[config.mk]
export PLATFORM = sky130hd
export DESIGN_NAME = pre_mem_req_queue
export DESIGN_NICKNAME = d
export VERILOG_FILES = /design/src/rtl/pre_mem_req_queue_pkg.sv /design/src/rtl/pms_req_gen.sv /design/src/rtl/pre_mem_req_queue.sv
export SDC_FILE = /design/constraint.sdc
export NUM_CORES = 1
export LEC_CHECK = 0
export CAP_MARGIN = 5
export CORE_ASPECT_RATIO = 1.4
export CORE_MARGIN = 2
export CORE_UTILIZATION = 25
export DETAILED_ROUTE_END_ITERATION = 8
export DONT_BUFFER_PORTS = 1
export PLACE_DENSITY = 0.44
export SYNTH_ARGS = -nofsm -noshare
export SYNTH_HDL_FRONTEND = slang
export SYNTH_HIERARCHICAL = 1
export SYNTH_SLANG_ARGS = --single-unit
[constraint.sdc]
create_clock -name clk -period 3.18 [get_ports clk]
set_clock_uncertainty 0.2 [all_clocks]
set_input_delay 0.477 -clock clk [delete_from_list [all_inputs] [get_ports clk]]
set_output_delay 0.477 -clock clk [all_outputs]
set_load 0.01 [all_outputs]
[src/rtl/pre_mem_req_queue_pkg.sv]
// Shared types for the pre-memory request stage: memory op encoding, exception codes, slot states.
// Latency: n/a (types and constants only).
// Backpressure: n/a. PMS_UNALIGNED_LR_EN gives OP_WL/OP_WR their LWL/SWL and LWR/SWR meaning.
package pre_mem_req_queue_pkg;

    // Load/store kind comes from in_load/in_store, so OP_WL covers LWL and SWL, OP_WR covers LWR and SWR.
    typedef enum logic [2:0] {
        OP_B   = 3'd0,
        OP_BU  = 3'd1,
        OP_H   = 3'd2,
        OP_HU  = 3'd3,
        OP_W   = 3'd4,
        OP_WL  = 3'd5,
        OP_WR  = 3'd6,
        OP_RSV = 3'd7
    } mem_op_t;

    localparam logic [4:0] EXC_NONE = 5'h00;
    localparam logic [4:0] EXC_ADEL = 5'h04;
    localparam logic [4:0] EXC_ADES = 5'h05;

    localparam logic [1:0] SZ_BYTE = 2'd0;
    localparam logic [1:0] SZ_HALF = 2'd1;
    localparam logic [1:0] SZ_WORD = 2'd2;

    typedef enum logic [1:0] {
        ST_EMPTY = 2'd0,
        ST_REQ   = 2'd1,
        ST_HOLD  = 2'd2
    } pms_state_t;

    // Address-error code depends only on the direction of the access.
    function automatic logic [4:0] adr_exccode(input logic is_store);
        return is_store ? EXC_ADES : EXC_ADEL;
    endfunction

endpackage

[src/rtl/pms_req_gen.sv]
// Builds DCache request fields from an op/address/data triple: alignment check, size, byte enables, lane data.
// Latency: purely combinational.
// Backpressure: none; PMS_UNALIGNED_LR_EN enables LWL/LWR/SWL/SWR handling, otherwise those codes act as W.
module pms_req_gen
    import pre_mem_req_queue_pkg::*;
#(
    parameter int ADDR_W = 32,
    parameter int DATA_W = 32
) (
    input  logic [2:0]          op,
    input  logic                store,
    input  logic [ADDR_W-1:0]   addr,
    input  logic [DATA_W-1:0]   wdata,
    output logic                misaligned,
    output logic [1:0]          size,
    output logic [DATA_W/8-1:0] wstrb,
    output logic [ADDR_W-1:0]   req_addr,
    output logic [DATA_W-1:0]   req_wdata
);

    localparam int NB = DATA_W / 8;
    localparam int LW = $clog2(NB);

    logic [LW-1:0]     lane;
    logic [LW-1:0]     wlane;
    logic [1:0]        boff;
    logic [NB-1:0]     strb_all;
    logic [DATA_W-1:0] rep;

    assign lane  = addr[LW-1:0];
    assign wlane = lane & ~LW'(3);
    assign boff  = addr[1:0];

`ifdef PMS_UNALIGNED_LR_EN
    logic [3:0]  lr_strb;
    logic [31:0] lr_data;

    // Partial-word store lanes: SWL fills the low bytes up to addr, SWR fills from addr upward.
    always_comb begin
        lr_strb = 4'((5'd1 << ({1'b0, boff} + 3'd1)) - 5'd1);
        lr_data = wdata[31:0] >> {2'd3 - boff, 3'b000};
        if (mem_op_t'(op) == OP_WR) begin
            lr_strb = ~((4'd1 << boff) - 4'd1);
            lr_data = wdata[31:0] << {boff, 3'b000};
        end
    end
`endif

    // Decode op into size/alignment/lanes; loads carry no byte enables and no data.
    always_comb begin
        misaligned = 1'b0;
        size       = SZ_WORD;
        strb_all   = NB'(4'hF) << wlane;
        rep        = {(NB/4){wdata[31:0]}};
        req_addr   = addr;
        case (mem_op_t'(op))
            OP_B, OP_BU: begin
                size     = SZ_BYTE;
                strb_all = NB'(1) << lane;
                rep      = {NB{wdata[7:0]}};
            end
            OP_H, OP_HU: begin
                misaligned = addr[0];
                size       = SZ_HALF;
                strb_all   = NB'(3) << lane;
                rep        = {(NB/2){wdata[15:0]}};
            end
`ifdef PMS_UNALIGNED_LR_EN
            OP_WL, OP_WR: begin
                req_addr = addr & ~ADDR_W'(3);
                strb_all = NB'(lr_strb) << wlane;
                rep      = {(NB/4){lr_data}};
            end
`endif
            default: begin
                misaligned = |boff;
            end
        endcase
        wstrb     = store ? strb_all : '0;
        req_wdata = store ? rep : '0;
    end

endmodule

[src/rtl/pre_mem_req_queue.sv]
// One-entry EXE->MEM stage: checks alignment, issues a DCache request, tracks outstanding and squashed responses.
// Latency: one cycle to REQ after accept, then until dc_addr_ok (and outstanding < MAX_OUT); HOLD until MEM takes it.
// Backpressure: in_allowin only when empty or MEM accepts; dc_req stalls at MAX_OUT. PMS_UNALIGNED_LR_EN in pms_req_gen.
module pre_mem_req_queue
    import pre_mem_req_queue_pkg::*;
#(
    parameter int ADDR_W  = 32,
    parameter int DATA_W  = 32,
    parameter int MAX_OUT = 2,
    parameter int CNT_W   = 3
) (
    input  logic                clk,
    input  logic                resetn,
    input  logic                flush,
    input  logic                in_valid,
    output logic                in_allowin,
    input  logic                in_load,
    input  logic                in_store,
    input  logic [2:0]          in_op,
    input  logic [ADDR_W-1:0]   in_addr,
    input  logic [DATA_W-1:0]   in_wdata,
    input  logic                in_ex,
    output logic                out_valid,
    input  logic                out_allowin,
    output logic                out_ex,
    output logic [4:0]          out_exccode,
    output logic [ADDR_W-1:0]   out_badvaddr,
    output logic                out_issued,
    output logic                dc_req,
    output logic                dc_wr,
    output logic [1:0]          dc_size,
    output logic [DATA_W/8-1:0] dc_wstrb,
    output logic [ADDR_W-1:0]   dc_addr,
    output logic [DATA_W-1:0]   dc_wdata,
    input  logic                dc_addr_ok,
    input  logic                dc_data_ok,
    output logic                rsp_valid,
    output logic [CNT_W-1:0]    outstanding
);

    localparam int NB = DATA_W / 8;
    localparam logic [CNT_W-1:0] MAX_CNT = CNT_W'(MAX_OUT);

    pms_state_t        state;
    pms_state_t        state_nxt;
    logic              inhibit;
    logic [CNT_W-1:0]  drop;
    logic [CNT_W-1:0]  cnt_nxt;

    logic              g_mis;
    logic [1:0]        g_size;
    logic [NB-1:0]     g_wstrb;
    logic [ADDR_W-1:0] g_addr;
    logic [DATA_W-1:0] g_wdata;

    logic is_mem;
    logic local_ex;
    logic new_ex;
    logic go_req;
    logic accept;
    logic ack;

    // Request fields are computed on the incoming instruction and captured at accept,
    // so they stay stable while REQ waits for dc_addr_ok.
    pms_req_gen #(
        .ADDR_W (ADDR_W),
        .DATA_W (DATA_W)
    ) u_req_gen (
        .op         (in_op),
        .store      (in_store),
        .addr       (in_addr),
        .wdata      (in_wdata),
        .misaligned (g_mis),
        .size       (g_size),
        .wstrb      (g_wstrb),
        .req_addr   (g_addr),
        .req_wdata  (g_wdata)
    );

    assign is_mem   = in_load | in_store;
    assign local_ex = is_mem & g_mis;
    assign new_ex   = in_ex | local_ex;
    assign go_req   = is_mem & ~new_ex & ~inhibit;

    assign in_allowin = (state == ST_EMPTY) | ((state == ST_HOLD) & out_allowin);
    assign out_valid  = (state == ST_HOLD);
    assign accept     = in_valid & in_allowin & ~flush;
    assign dc_req     = (state == ST_REQ) & (outstanding < MAX_CNT) & ~flush;
    assign ack        = dc_req & dc_addr_ok;

    assign cnt_nxt   = outstanding + CNT_W'(ack) - CNT_W'(dc_data_ok);
    assign rsp_valid = dc_data_ok & (drop == '0);

    // Slot state register.
    always_ff @(posedge clk or negedge resetn) begin
        if (!resetn) begin
            state <= ST_EMPTY;
        end else begin
            state <= state_nxt;
        end
    end

    // Next slot state; flush overrides everything, including a same-cycle accept.
    always_comb begin
        state_nxt = state;
        case (state)
            ST_EMPTY: begin
                if (accept) state_nxt = go_req ? ST_REQ : ST_HOLD;
            end
            ST_REQ: begin
                if (ack) state_nxt = ST_HOLD;
            end
            ST_HOLD: begin
                if (accept)           state_nxt = go_req ? ST_REQ : ST_HOLD;
                else if (out_allowin) state_nxt = ST_EMPTY;
            end
            default: state_nxt = ST_EMPTY;
        endcase
        if (flush) state_nxt = ST_EMPTY;
    end

    // Capture the instruction and its request/exception fields on accept; mark issue on ack.
    always_ff @(posedge clk or negedge resetn) begin
        if (!resetn) begin
            dc_wr        <= 1'b0;
            dc_size      <= '0;
            dc_wstrb     <= '0;
            dc_addr      <= '0;
            dc_wdata     <= '0;
            out_ex       <= 1'b0;
            out_exccode  <= EXC_NONE;
            out_badvaddr <= '0;
            out_issued   <= 1'b0;
        end else if (accept) begin
            dc_wr        <= in_store;
            dc_size      <= g_size;
            dc_wstrb     <= g_wstrb;
            dc_addr      <= g_addr;
            dc_wdata     <= g_wdata;
            out_ex       <= new_ex;
            out_exccode  <= (!in_ex && local_ex) ? adr_exccode(in_store) : EXC_NONE;
            out_badvaddr <= (!in_ex && local_ex) ? in_addr : '0;
            out_issued   <= 1'b0;
        end else if (ack) begin
            out_issued   <= 1'b1;
        end
    end

    // Once an exception enters the stage, later memory ops must not touch the cache until flush.
    always_ff @(posedge clk or negedge resetn) begin
        if (!resetn) begin
            inhibit <= 1'b0;
        end else if (flush) begin
            inhibit <= 1'b0;
        end else if (accept && new_ex) begin
            inhibit <= 1'b1;
        end
    end

    // Outstanding requests, and how many of them belong to squashed instructions.
    always_ff @(posedge clk or negedge resetn) begin
        if (!resetn) begin
            outstanding <= '0;
            drop        <= '0;
        end else begin
            outstanding <= cnt_nxt;
            if (flush) begin
                drop <= cnt_nxt;
            end else if (dc_data_ok && (drop != '0)) begin
                drop <= drop - CNT_W'(1);
            end
        end
    end

    data_ok_without_request: assert property (
        @(posedge clk) disable iff (!resetn) !(dc_data_ok && (outstanding == '0))
    );

    outstanding_bounded: assert property (
        @(posedge clk) disable iff (!resetn) (outstanding <= MAX_CNT)
    );

endmodule
# Word level (Yosys, flattened, before mapping)
# Index checks and enable logic that the tools add are counted.
# classes
n_eq_ne	8
bitwise	16
mux	22
n_reduce_logical	15
n_shift	2
order_cmp	1
addsub	3
# op_table
operator	count
32-bit two-way mux	2
32-bit one-hot mux with 2 select lines	1
2-bit two-way mux	6
1-bit AND	10
3-bit two-way mux	3
4-bit one-hot mux with 2 select lines	1
3-bit by 2-bit equality test with 1-bit output (second input constant)	2
3-bit logical NOT	2
3-bit inequality test (second input constant)	2
2-bit one-hot mux with 3 select lines	1
2-bit nonzero test	3
2-bit OR reduction	3
1-bit two-way mux	5
4-bit two-way mux	1
4-bit by 2-bit inequality test with 1-bit output (second input constant)	1
2-bit one-hot mux with 2 select lines	1
1-bit by 2-bit << shifter with 4-bit output (first input constant)	1
2-bit by 2-bit << shifter with 4-bit output (first input constant)	1
3-bit by 1-bit adder with 3-bit output	1
3-bit by 1-bit equality test with 1-bit output (second input constant)	1
1-bit logical AND	3
3-bit by 2-bit < comparator with 1-bit output (second input constant)	1
1-bit inverter	3
1-bit OR	3
other kinds (9)	9
# word_totals
ff_bits	119
wordCells	80
output_inout_bits	117

# Logic depth before layout (Yosys ltp)
# Gate-level depths: netlist of the first run.
# logic_depth
ltp_word	12
mapped_depth	11
depth_no_buf	11

# By module
# The synthesis of the first run kept the hierarchy.
# by_module_without_submodules
module	seq_area_each_um2	cells_each	area_each_um2	n_inst
pre_mem_req_queue	2902.8	448	4531.8	1
pms_req_gen	0.0	130	893.4	1

# Worst setup path before layout of the first run
# OpenSTA, ideal clock, no wires.
# synth_path
path_type	reg2reg
startpoint	register outstanding[1]
endpoint	register drop[1]
stages_incl_launch_ff	10
n_path_buf	0
t_arrival_ns	2.399
setup_slack_ns	0.456
required_ns	2.855
period_less_slack_ns	2.724
cell_sequence	dfrtp_1 inv_1 ha_1 nand3b_1 or3b_2 ha_1 inv_1 ha_1 fa_1 mux2_2
# synth_between
elab_chain_cells	7
# synth_rtl
element	line_no	source
from (decl)	pre_mem_req_queue.sv:38	output logic [CNT_W-1:0] outstanding
from (signal assigned)	pre_mem_req_queue.sv:166	outstanding <= cnt_nxt;
3-bit by 2-bit < comparator with 1-bit output	pre_mem_req_queue.sv:88	assign dc_req = (state == ST_REQ) & (outstanding < MAX_CNT) & ~flush;
1-bit AND (2 in series)	pre_mem_req_queue.sv:88	
1-bit AND	pre_mem_req_queue.sv:89	assign ack = dc_req & dc_addr_ok;
3-bit by 1-bit adder with 3-bit output (*)	pre_mem_req_queue.sv:91	assign cnt_nxt = outstanding + CNT_W'(ack) - CNT_W'(dc_data_ok);
3-bit by 1-bit subtractor with 3-bit output (*)	pre_mem_req_queue.sv:91	
net cnt_nxt[1]	pre_mem_req_queue.sv:48	logic [CNT_W-1:0] cnt_nxt;
3-bit two-way mux (*)	pre_mem_req_queue.sv:167	if (flush) begin
to (signal assigned)	pre_mem_req_queue.sv:168	drop <= cnt_nxt;
to (signal assigned)	pre_mem_req_queue.sv:170	drop <= drop - CNT_W'(1);
to (decl)	pre_mem_req_queue.sv:47	logic [CNT_W-1:0] drop;
# The timed path passes the listed nets; every way through them passes the cells marked *.
# A chain may end at the register's enable or synchronous reset.

# Worst setup path after layout of the first run
# Ends and elaborated chain as after synthesis.

==> results of run 1 <==
==> worst max-delay path, stage by stage (launching register included) <==
cell and delay, ns:
dfrtp_1 0.41, inv_1 0.13, ha_1 0.19, nand3b_1 0.10
or3b_2 0.50, ha_1 0.29, inv_1 0.04, ha_1 0.19
fa_1 0.49, mux2_2 0.28
==> Yosys cell counts, drive strengths merged <==
master,n
mux2i,17
o21bai,1
nor4,1
nor3,1
buf,50
dfrtp,116
a211oi,8
clkbuf,21
nand3b,4
a21oi,15
a31oi,1
nand3,1
xor2,1
and2,8
fa,1
o22ai,1
or3b,9
nand2,220
or2,1
nor2b,12
inv,11
or4b,1
o31ai,1
nor2,15
xnor2,2
nor4b,1
a21o,1
nand2b,3
mux2,1
ha,5
o21a,1
a22o,33
conb,1
o21ai,13
==> power groups by stage <==
stage                     Sequential, W  Combinational [W]  Clock, W
after global placement          0.00203           0.000472         0
final                           0.00200           0.000541   0.00184
after CTS                       0.00201           0.000556   0.00191
after floorplan                 0.00195           0.000451         0
after global routing            0.00203           0.000632   0.00197
after detailed placement        0.00203           0.000504         0
==> sequential cells by signal, indices dropped and copies added, names as in the netlist <==
name / count
dc_wdata: 32
dc_addr: 32
dc_size: 2
out_issued: 1
out_ex: 1
out_badvaddr: 32
state: 2
drop: 3
dc_wstrb: 4
out_exccode: 2
outstanding: 3
inhibit: 1
dc_wr: 1
==> area by class of cell <==
cell class	count	area [sq um]	share of cell area
clock buffer	18	439	0.0701
timing repair buffer	39	393	0.0627
clock inverter	14	129	0.0206
inverter	11	41.3	0.00659
sequential	116	2900	0.463
tap	260	325	0.0519
multi-input combinational	382	2040	0.325
==> cells by family (layout without fill, tap and decap cells) <==
kind of cell | count (synthesis) | count (layout) | synth area share
AOI/OAI and AO/OA | 75 | 75 | 0.0980
muxes | 18 | 18 | 0.0334
adders and majority gates | 6 | 6 | 0.0152
xor gates and xnor gates | 3 | 3 | 0.00484
buffers and inverters | 82 | 82 | 0.0925
and+or+nand+nor | 277 | 277 | 0.220
other | 1 | 3 | 0.000691
DFF | 116 | 116 | 0.535
==> metal layers <==
metal / GRT usage / vias to the layer above / part of all wire
met2: 0.230 / 165 / 0.51
met5: 0 / - / 0
met1: 0.154 / 1903 / 0.38
met4: 0.0607 / 0 / 0.023
li1: - / 1820 / -
met3: 0.0522 / 19 / 0.083
==> metrics by stage <==
step	utilization	power, W	area [sq um]	setup WS [ns]	cells
2_1_floorplan	-	0.00240	5430	0.456	580
3_3_place_gp	0.251	0.00250	5350	0.337	773
3_5_place_dp	0.251	0.00253	5350	0.258	773
4_1_cts	0.295	0.00448	6270	0.215	840
5_1_grt	0.295	0.00463	6270	0.0950	840
6_report	0.295	0.00438	6270	0.253	840
==> path summary, 6_finish.rpt <==
kind | to | slack (ns) | depth (start not counted)
worst max-delay path | drop[1] | 0.25 | 9
worst min-delay path | dc_wdata[21] | -0.44 | 0
worst max register to register | drop[1] | 0.25 | 9
worst min register to register | inhibit | 0.34 | 2
max in group asynchronous | dc_addr[21] | 2.99 | 0
min in group clk | state[1] | 0.05 | 3
==> flow_metrics.env, run 1 <==
export IMPL_synth_seq_area_share=0.535
export IMPL_cts_path_max_buffers=2
export IMPL_core_sq_mm=0.0213
export IMPL_power_density_mw_per_mm2=699
export IMPL_layout_common_cells="220 x nand2_1, 116 x dfrtp_1, 35 x dlygate4sd3_1"
export IMPL_cp_start_kind="flip-flop"
export IMPL_r2r_start="outstanding[1]"
export IMPL_hp_class="input port to asynchronous set/reset pin"
export IMPL_outcome="complete, but fails checks"
export IMPL_num_vias=3907
export IMPL_min_period_ns=2.93
export IMPL_p_switching_w=0.00133
export IMPL_clkPwrFrac=0.420
export IMPL_rows=63
export IMPL_arrival_ns=3.03
export IMPL_setup_viol=0
export IMPL_ant_nets=0
export IMPL_routedWlPerCell_um=18.3
export IMPL_avgSynthCellArea_sq_um=9.39
export IMPL_port_buffers=0
export IMPL_grt_pass1_vias=4172
export IMPL_synthCells=578
export IMPL_power_leakage_nw=3.08
export IMPL_die_x_um=129
export IMPL_seq_power_share=0.457
export IMPL_synth_top_area_frac=0.535
export IMPL_dp_hpwl_um=9920
export IMPL_nNetsFinal=650
export IMPL_antennaDiodeCount=0
export IMPL_drive_above_1_share=0.0759
export IMPL_synth_area_sq_mm=0.00543
export IMPL_cts_made_buffers=17
export IMPL_cap_violations=0
export IMPL_ys_types=40
export IMPL_hold_ws_ns=-0.445
export IMPL_violations="negative hold slack"
export IMPL_die_y_um=178
export IMPL_wirelength_um=15300
export IMPL_p_comb_frac=0.124
export IMPL_cts_tree="yes"
export IMPL_max_freq_ghz=0.342
export IMPL_crit_type="flip-flop to flip-flop"
export IMPL_insertion_delay_ns=0.41
export IMPL_grt_util_all_layers=0.137
export IMPL_swShare=0.303
export IMPL_cts_hold_buf=35
export IMPL_cts_root_buf="clkbuf_16"
export IMPL_path_max_fanout=2
export IMPL_nFillCells=2242
export IMPL_critical_path_endpoint_type="flip-flop"
export IMPL_first_pass_iters=4
export IMPL_synth_seq_cells=116
export IMPL_initial_utilization=0.255
export IMPL_grt_overflow=0
export IMPL_timing_hold_violations_final=116
export IMPL_peakVddDrop_v=0.000350
export IMPL_grt_max_degree=117
export IMPL_synth_top_cells_by_area="dfrtp_1 54%, nand2_1 15%, a22o_1 5.3%"
export IMPL_cts_num_sinks=116
export IMPL_drc_errors=0
export IMPL_io_pin_count=194
export IMPL_gp_congestion=0.776
export IMPL_fin_setup_tns_ns=0
export IMPL_antenna_found_initial=0
export IMPL_drv_slew=0
export IMPL_final_common_cell="nand2_1"
export IMPL_cp_required_ns=3.28
export IMPL_cell_internal_pwr_w=0.00305
export IMPL_relSlewSlack=0.626
export IMPL_yosysTopAreaCell="dfrtp_1"
export IMPL_ys_warn_count=6
export IMPL_htreeDepth=4
export IMPL_cts_setup_buffers=0
export IMPL_grt_first_pass_wirelength_um=23700
export IMPL_drtIter0Drc=194
export IMPL_finalCritPeriodShare=0.921
export IMPL_worstMarginPinSlew_ns=0.561
export IMPL_cts_resized=0
export IMPL_viasPerCell=4.65
export IMPL_area_growth_pct=15.5
export IMPL_die_area_sq_mm=0.0229
export IMPL_path_clk_slew_ns=0.06
export IMPL_crit_start="outstanding[1]"
export IMPL_rsz0062_at_grt="false"
No activity file was read; power rests on OpenSTA's default activity.
==> inputs of run 2 (changes only) <==
- SETUP_SLACK_MARGIN: unset -> 0.5
==> flow_metrics.env, run 2 (synthesized netlist as in run 1, its figures left out) <==
export IMPL_max_freq_ghz=0.373
export IMPL_nNetsFinal=658
export IMPL_drtIter0Drc=228
export IMPL_place_ws_ns=0.390
export IMPL_drv_slew=0
export IMPL_grt_overflow=0
export IMPL_cts_made_buffers=17
export IMPL_dp_hpwl_um=10000
export IMPL_outcome="complete, but fails checks"
export IMPL_hp_class="input port to asynchronous set/reset pin"
export IMPL_viasPerCell=4.65
export IMPL_initial_utilization=0.255
export IMPL_cp_required_ns=3.28
export IMPL_first_pass_iters=4
export IMPL_power_w=0.00467
export IMPL_power_density_mw_per_mm2=724
export IMPL_final_core_util=0.303
export IMPL_cts_num_sinks=116
export IMPL_drc_errors=0
export IMPL_area_sequential_sq_mm=0.00290
export IMPL_grt_util_all_layers=0.134
export IMPL_crit_type="flip-flop to flip-flop"
export IMPL_cts_root_buf="clkbuf_16"
export IMPL_setup_ws_ns=0.500
export IMPL_num_vias=3947
export IMPL_finalCritPeriodShare=0.843
export IMPL_cp_start_kind="flip-flop"
export IMPL_gp_congestion=0.761
export IMPL_hold_ws_ns=-0.448
export IMPL_path_max_fanout=2
export IMPL_die_x_um=129
export IMPL_drive_above_1_share=0.104
export IMPL_grt_first_pass_wirelength_um=23100
export IMPL_final_common_cell="nand2_1"
export IMPL_antennaDiodeCount=0
export IMPL_relSlewSlack=0.565
export IMPL_violations="negative hold slack"
export IMPL_routedWlPerCell_um=18.1
export IMPL_timing_hold_violations_final=116
export IMPL_grt_pass1_vias=4055
export IMPL_cap_violations=0
export IMPL_seq_power_share=0.429
export IMPL_power_leakage_nw=3.17
export IMPL_arrival_ns=2.77
export IMPL_cts_hold_buf=35
export IMPL_grt_max_degree=117
export IMPL_io_pin_count=194
export IMPL_ant_nets=0
export IMPL_fin_setup_tns_ns=0
export IMPL_insertion_delay_ns=0.41
export IMPL_clkPwrFrac=0.439
export IMPL_path_clk_slew_ns=0.06
export IMPL_layout_common_cells="220 x nand2_1, 116 x dfrtp_1, 35 x dlygate4sd3_1"
export IMPL_antenna_found_initial=1
export IMPL_p_comb_frac=0.132
export IMPL_nFillCells=2206
export IMPL_critical_path_endpoint_type="flip-flop"
export IMPL_cts_path_max_buffers=2
export IMPL_core_sq_mm=0.0213
export IMPL_p_switching_w=0.00131
export IMPL_reg_top3="dc_addr: 32 flops, dc_wdata: 32 flops, out_badvaddr: 32 flops"
export IMPL_die_area_sq_mm=0.0229
export IMPL_rows=63
export IMPL_port_buffers=0
export IMPL_cts_tree="yes"
export IMPL_min_period_ns=2.68
export IMPL_peakVddDrop_v=0.000350
export IMPL_die_y_um=178
export IMPL_worstMarginPinSlew_ns=0.652
export IMPL_cell_internal_pwr_w=0.00336
export IMPL_rsz0062_at_grt="true"
export IMPL_wirelength_um=15300
export IMPL_multiInputGateArea_sq_mm=0.00210
export IMPL_setup_viol=0
export IMPL_swShare=0.280
export IMPL_area_growth_pct=18.9
export IMPL_htreeDepth=4
[run 2: changes by cell type in the layout (fill, tap and decap cells not counted), sizes merged]
cell      previous run  this run
buf                  4        12
clkinvlp             6         3
bufinv               1         4
inv                 13        12
clkbuf              18        19
[run 2: final cells by class]
type,count,share of cell area
clock buffers,19,0.0702
clock inverters,13,0.0279
inverters,11,0.00640
multi-input cells,382,0.326
flip-flops and latches,116,0.450
well taps,260,0.0504
repair buffers,47,0.0694
[run 2: path summary, 6_finish.rpt]
| path | from | endpoint | slack [ns] | cells past startpoint |
|---|---|---|---|---|
| worst max register to register | outstanding[1] | drop[1] | 0.50 | 9 |
| max in group asynchronous | resetn | dc_addr[5] | 3.00 | 0 |
| worst max-delay path | outstanding[1] | drop[1] | 0.50 | 9 |
| min in group clk | flush | drop[1] | 0.03 | 1 |
| worst min register to register | dc_wdata[16] | dc_wdata[16] | 0.34 | 2 |
| worst min-delay path | resetn | dc_wdata[5] | -0.45 | 0 |
[run 2: metrics by stage]
stage	instances	hold slack, ns	area, sq um
2_1_floorplan	580	-0.0186	5440
3_3_place_gp	774	-0.0159	5350
3_5_place_dp	774	-0.0159	5350
4_1_cts	847	-0.473	6420
5_1_grt	848	-0.482	6450
6_report	848	-0.448	6450
[run 2: what timing repair did]
| item | in CTS | in global routing |
|---|---|---|
| buffers inserted | 6 | 1 |
| hold endpoints to repair | 188 | 116 |
| resized for setup | 8 | 6 |
| setup endpoints to repair | 2 | 3 |
| pin swaps | 4 | 1 |
[run 2: worst max-delay path: stages, from the launching register on]
cell,delay (ns)
dfrtp_1,0.43
inv_2,0.10
ha_4,0.12
nand3b_1,0.11
or3b_4,0.42
ha_4,0.27
inv_2,0.04
ha_4,0.15
fa_2,0.46
mux2_4,0.27
[run 2: routing by layer]
metal,GRT usage,routed length [um]
met5,0,20
met4,0.0598,290
met3,0.0555,1200
met2,0.222,7600
met1,0.151,6210
[run 2: power groups by stage]
| stage | logic (W) | registers (W) | clock network, W |
|---|---|---|---|
| after CTS | 0.000585 | 0.00201 | 0.00212 |
| after global routing | 0.000715 | 0.00203 | 0.00219 |
| after floorplan | 0.000451 | 0.00195 | 0 |
| final | 0.000616 | 0.00200 | 0.00205 |
| after detailed placement | 0.000495 | 0.00203 | 0 |
| after global placement | 0.000470 | 0.00203 | 0 |
==> inputs of run 3 (changes only) <==
- PLACE_DENSITY: 0.44 -> 0.46
- clock period: 3.18 -> 2.4 ns (I/O delays scaled with it)
==> flow_metrics.env, run 3 (synthesized netlist as in run 1, its figures left out) <==
export IMPL_nNetsFinal=733
export IMPL_power_w=0.00669
export IMPL_nFillCells=2064
export IMPL_io_pin_count=194
export IMPL_crit_type="input port to flip-flop"
export IMPL_cp_top_family="adder cells"
export IMPL_antennaDiodeCount=0
export IMPL_cpMostUsedCell="ha_4"
export IMPL_grt_pass1_vias=4702
export IMPL_slowest_delay_ns=0.72
export IMPL_grt_overflow=0
export IMPL_reg2regPathDepth=9
export IMPL_core_sq_mm=0.0213
export IMPL_cts_root_buf="clkbuf_16"
export IMPL_port_buffers=0
export IMPL_insertion_delay_ns=0.42
export IMPL_cp_slowest_cell="dlygate4sd3_1"
export IMPL_peakVddDrop_v=0.000541
export IMPL_cp_required_ns=2.50
export IMPL_cts_made_buffers=17
export IMPL_routedWlPerCell_um=21.8
export IMPL_met2_usage=0.284
export IMPL_multiInputGateArea_sq_mm=0.00263
export IMPL_viasPerCell=4.91
export IMPL_cp_start_kind="input port"
export IMPL_antenna_found_initial=0
export IMPL_wirelength_um=20100
export IMPL_use_met1=0.204
export IMPL_num_vias=4531
export IMPL_power_leakage_nw=3.94
export IMPL_setup_viol=4
export IMPL_worstMarginPinSlew_ns=0.653
export IMPL_worst_path_buf_inv=2
export IMPL_cts_hold_buf=55
export IMPL_reg2reg_to="drop[1]"
export IMPL_layout_common_cells="116 x dfrtp_1, 110 x nand2_1, 68 x nand2_2"
export IMPL_min_period_ns=2.62
export IMPL_outcome="complete, but fails checks"
export IMPL_initial_utilization=0.255
export IMPL_rsz0062_at_grt="true"
export IMPL_crit_start="flush"
export IMPL_power_density_mw_per_mm2=812
export IMPL_reg_top3="dc_addr: 32 flops, dc_wdata: 32 flops, out_badvaddr: 32 flops"
export IMPL_hold_ws_ns=-0.566
export IMPL_final_common_cell="dfrtp_1"
export IMPL_first_pass_iters=4
export IMPL_drc_errors=0
export IMPL_cts_tree="yes"
export IMPL_htreeDepth=4
export IMPL_drv_slew=0
export IMPL_crit_cells=7
export IMPL_setup_ws_ns=-0.223
export IMPL_dp_hpwl_um=10500
export IMPL_r2r_start="outstanding[2]"
export IMPL_final_core_util=0.387
export IMPL_die_y_um=178
export IMPL_cap_violations=0
export IMPL_grtUsageMet3=0.0624
export IMPL_area_growth_pct=51.8
export IMPL_violations="negative hold slack, negative setup slack"
export IMPL_ant_nets=0
export IMPL_path_max_fanout=10
export IMPL_top_usage_layer="met2"
export IMPL_die_x_um=129
export IMPL_drive_above_1_share=0.350
export IMPL_path_clk_slew_ns=0.06
export IMPL_grt_first_pass_wirelength_um=29000
export IMPL_cts_num_sinks=116
export IMPL_rows=63
export IMPL_timing_hold_violations_final=116
export IMPL_grt_max_degree=117
export IMPL_area_sequential_sq_mm=0.00290
export IMPL_r2r_slack_ns=-0.19
export IMPL_hp_class="input port to asynchronous set/reset pin"
export IMPL_arrival_ns=2.73
export IMPL_die_area_sq_mm=0.0229
export IMPL_gp_congestion=0.775
export IMPL_cts_path_max_buffers=2
export IMPL_max_freq_ghz=0.381
export IMPL_finalCritPeriodShare=1.09
export IMPL_drtIter0Drc=236
export IMPL_critical_path_endpoint_type="flip-flop"
export IMPL_cp_endpoint="drop[1]"
export IMPL_crit_chain="dlygate4sd3_1 -> or3b_4 -> ha_4 -> inv_2 -> ha_4 -> fa_2 -> mux2_4"
export IMPL_grt_util_all_layers=0.173
export IMPL_relSlewSlack=0.563
[run 3: report_power, final]
part / switching, W / internal (W) / total [W]
Sequential: 0.000447 / 0.00227 / 0.00271
Clock: 0.000941 / 0.00162 / 0.00256
Combinational: 0.000619 / 0.000791 / 0.00141
[run 3: final cells by class]
type,count,share of cell area
Sequential cell,116,0.352
Timing Repair Buffer,122,0.213
Clock inverter,9,0.0125
Clock buffer,22,0.0588
Tap cell,260,0.0395
Inverter,11,0.00501
Multi-Input combinational cell,382,0.319
[run 3: worst min-delay path by stage]
stage | startpoint | to | slack (ns) | cells past startpoint
finish | resetn | dc_wdata[19] | -0.57 | 0
detailed placement | resetn | dc_wdata[21] | -0.13 | 0
global placement | resetn | dc_wdata[21] | -0.13 | 0
floorplan | resetn | dc_addr[0] | -0.14 | 0
CTS | resetn | out_badvaddr[1] | -0.60 | 0
global route | resetn | dc_wdata[21] | -0.59 | 0
[run 3: per-stage QoR]
| stage | worst slack, ns | instances | setup TNS [ns] | hold WS (ns) | cell area (sq um) |
|---|---|---|---|---|---|
| after floorplan | -0.156 | 580 | -0.238 | -0.136 | 5490 |
| after global placement | -0.139 | 782 | -0.202 | -0.133 | 5480 |
| after detailed placement | -0.169 | 782 | -0.269 | -0.133 | 5480 |
| after CTS | -0.185 | 910 | -0.322 | -0.596 | 7730 |
| after global routing | -0.255 | 922 | -0.625 | -0.593 | 8240 |
| final | -0.223 | 922 | -0.437 | -0.566 | 8240 |
[run 3: worst register-to-register path: stages, from the launching register on]
cell and delay (ns):
dfrtp_1 0.39, inv_2 0.07, ha_4 0.13, nand3b_1 0.11
or3b_4 0.41, ha_4 0.27, inv_2 0.04, ha_4 0.15
fa_2 0.44, mux2_4 0.26
[run 3: timing repair]
action	CTS	global route
pin swaps	75	64
cloned	20	4
gates resized for setup	139	89
hold endpoints to repair	209	116
setup endpoints to repair	114	117
setup buffers	22	8
[run 3: layer usage]
layer	share of wire	routed length, um
met3	0.083	1670
met5	0	0
met1	0.39	7900
met2	0.50	10100
met4	0.023	466
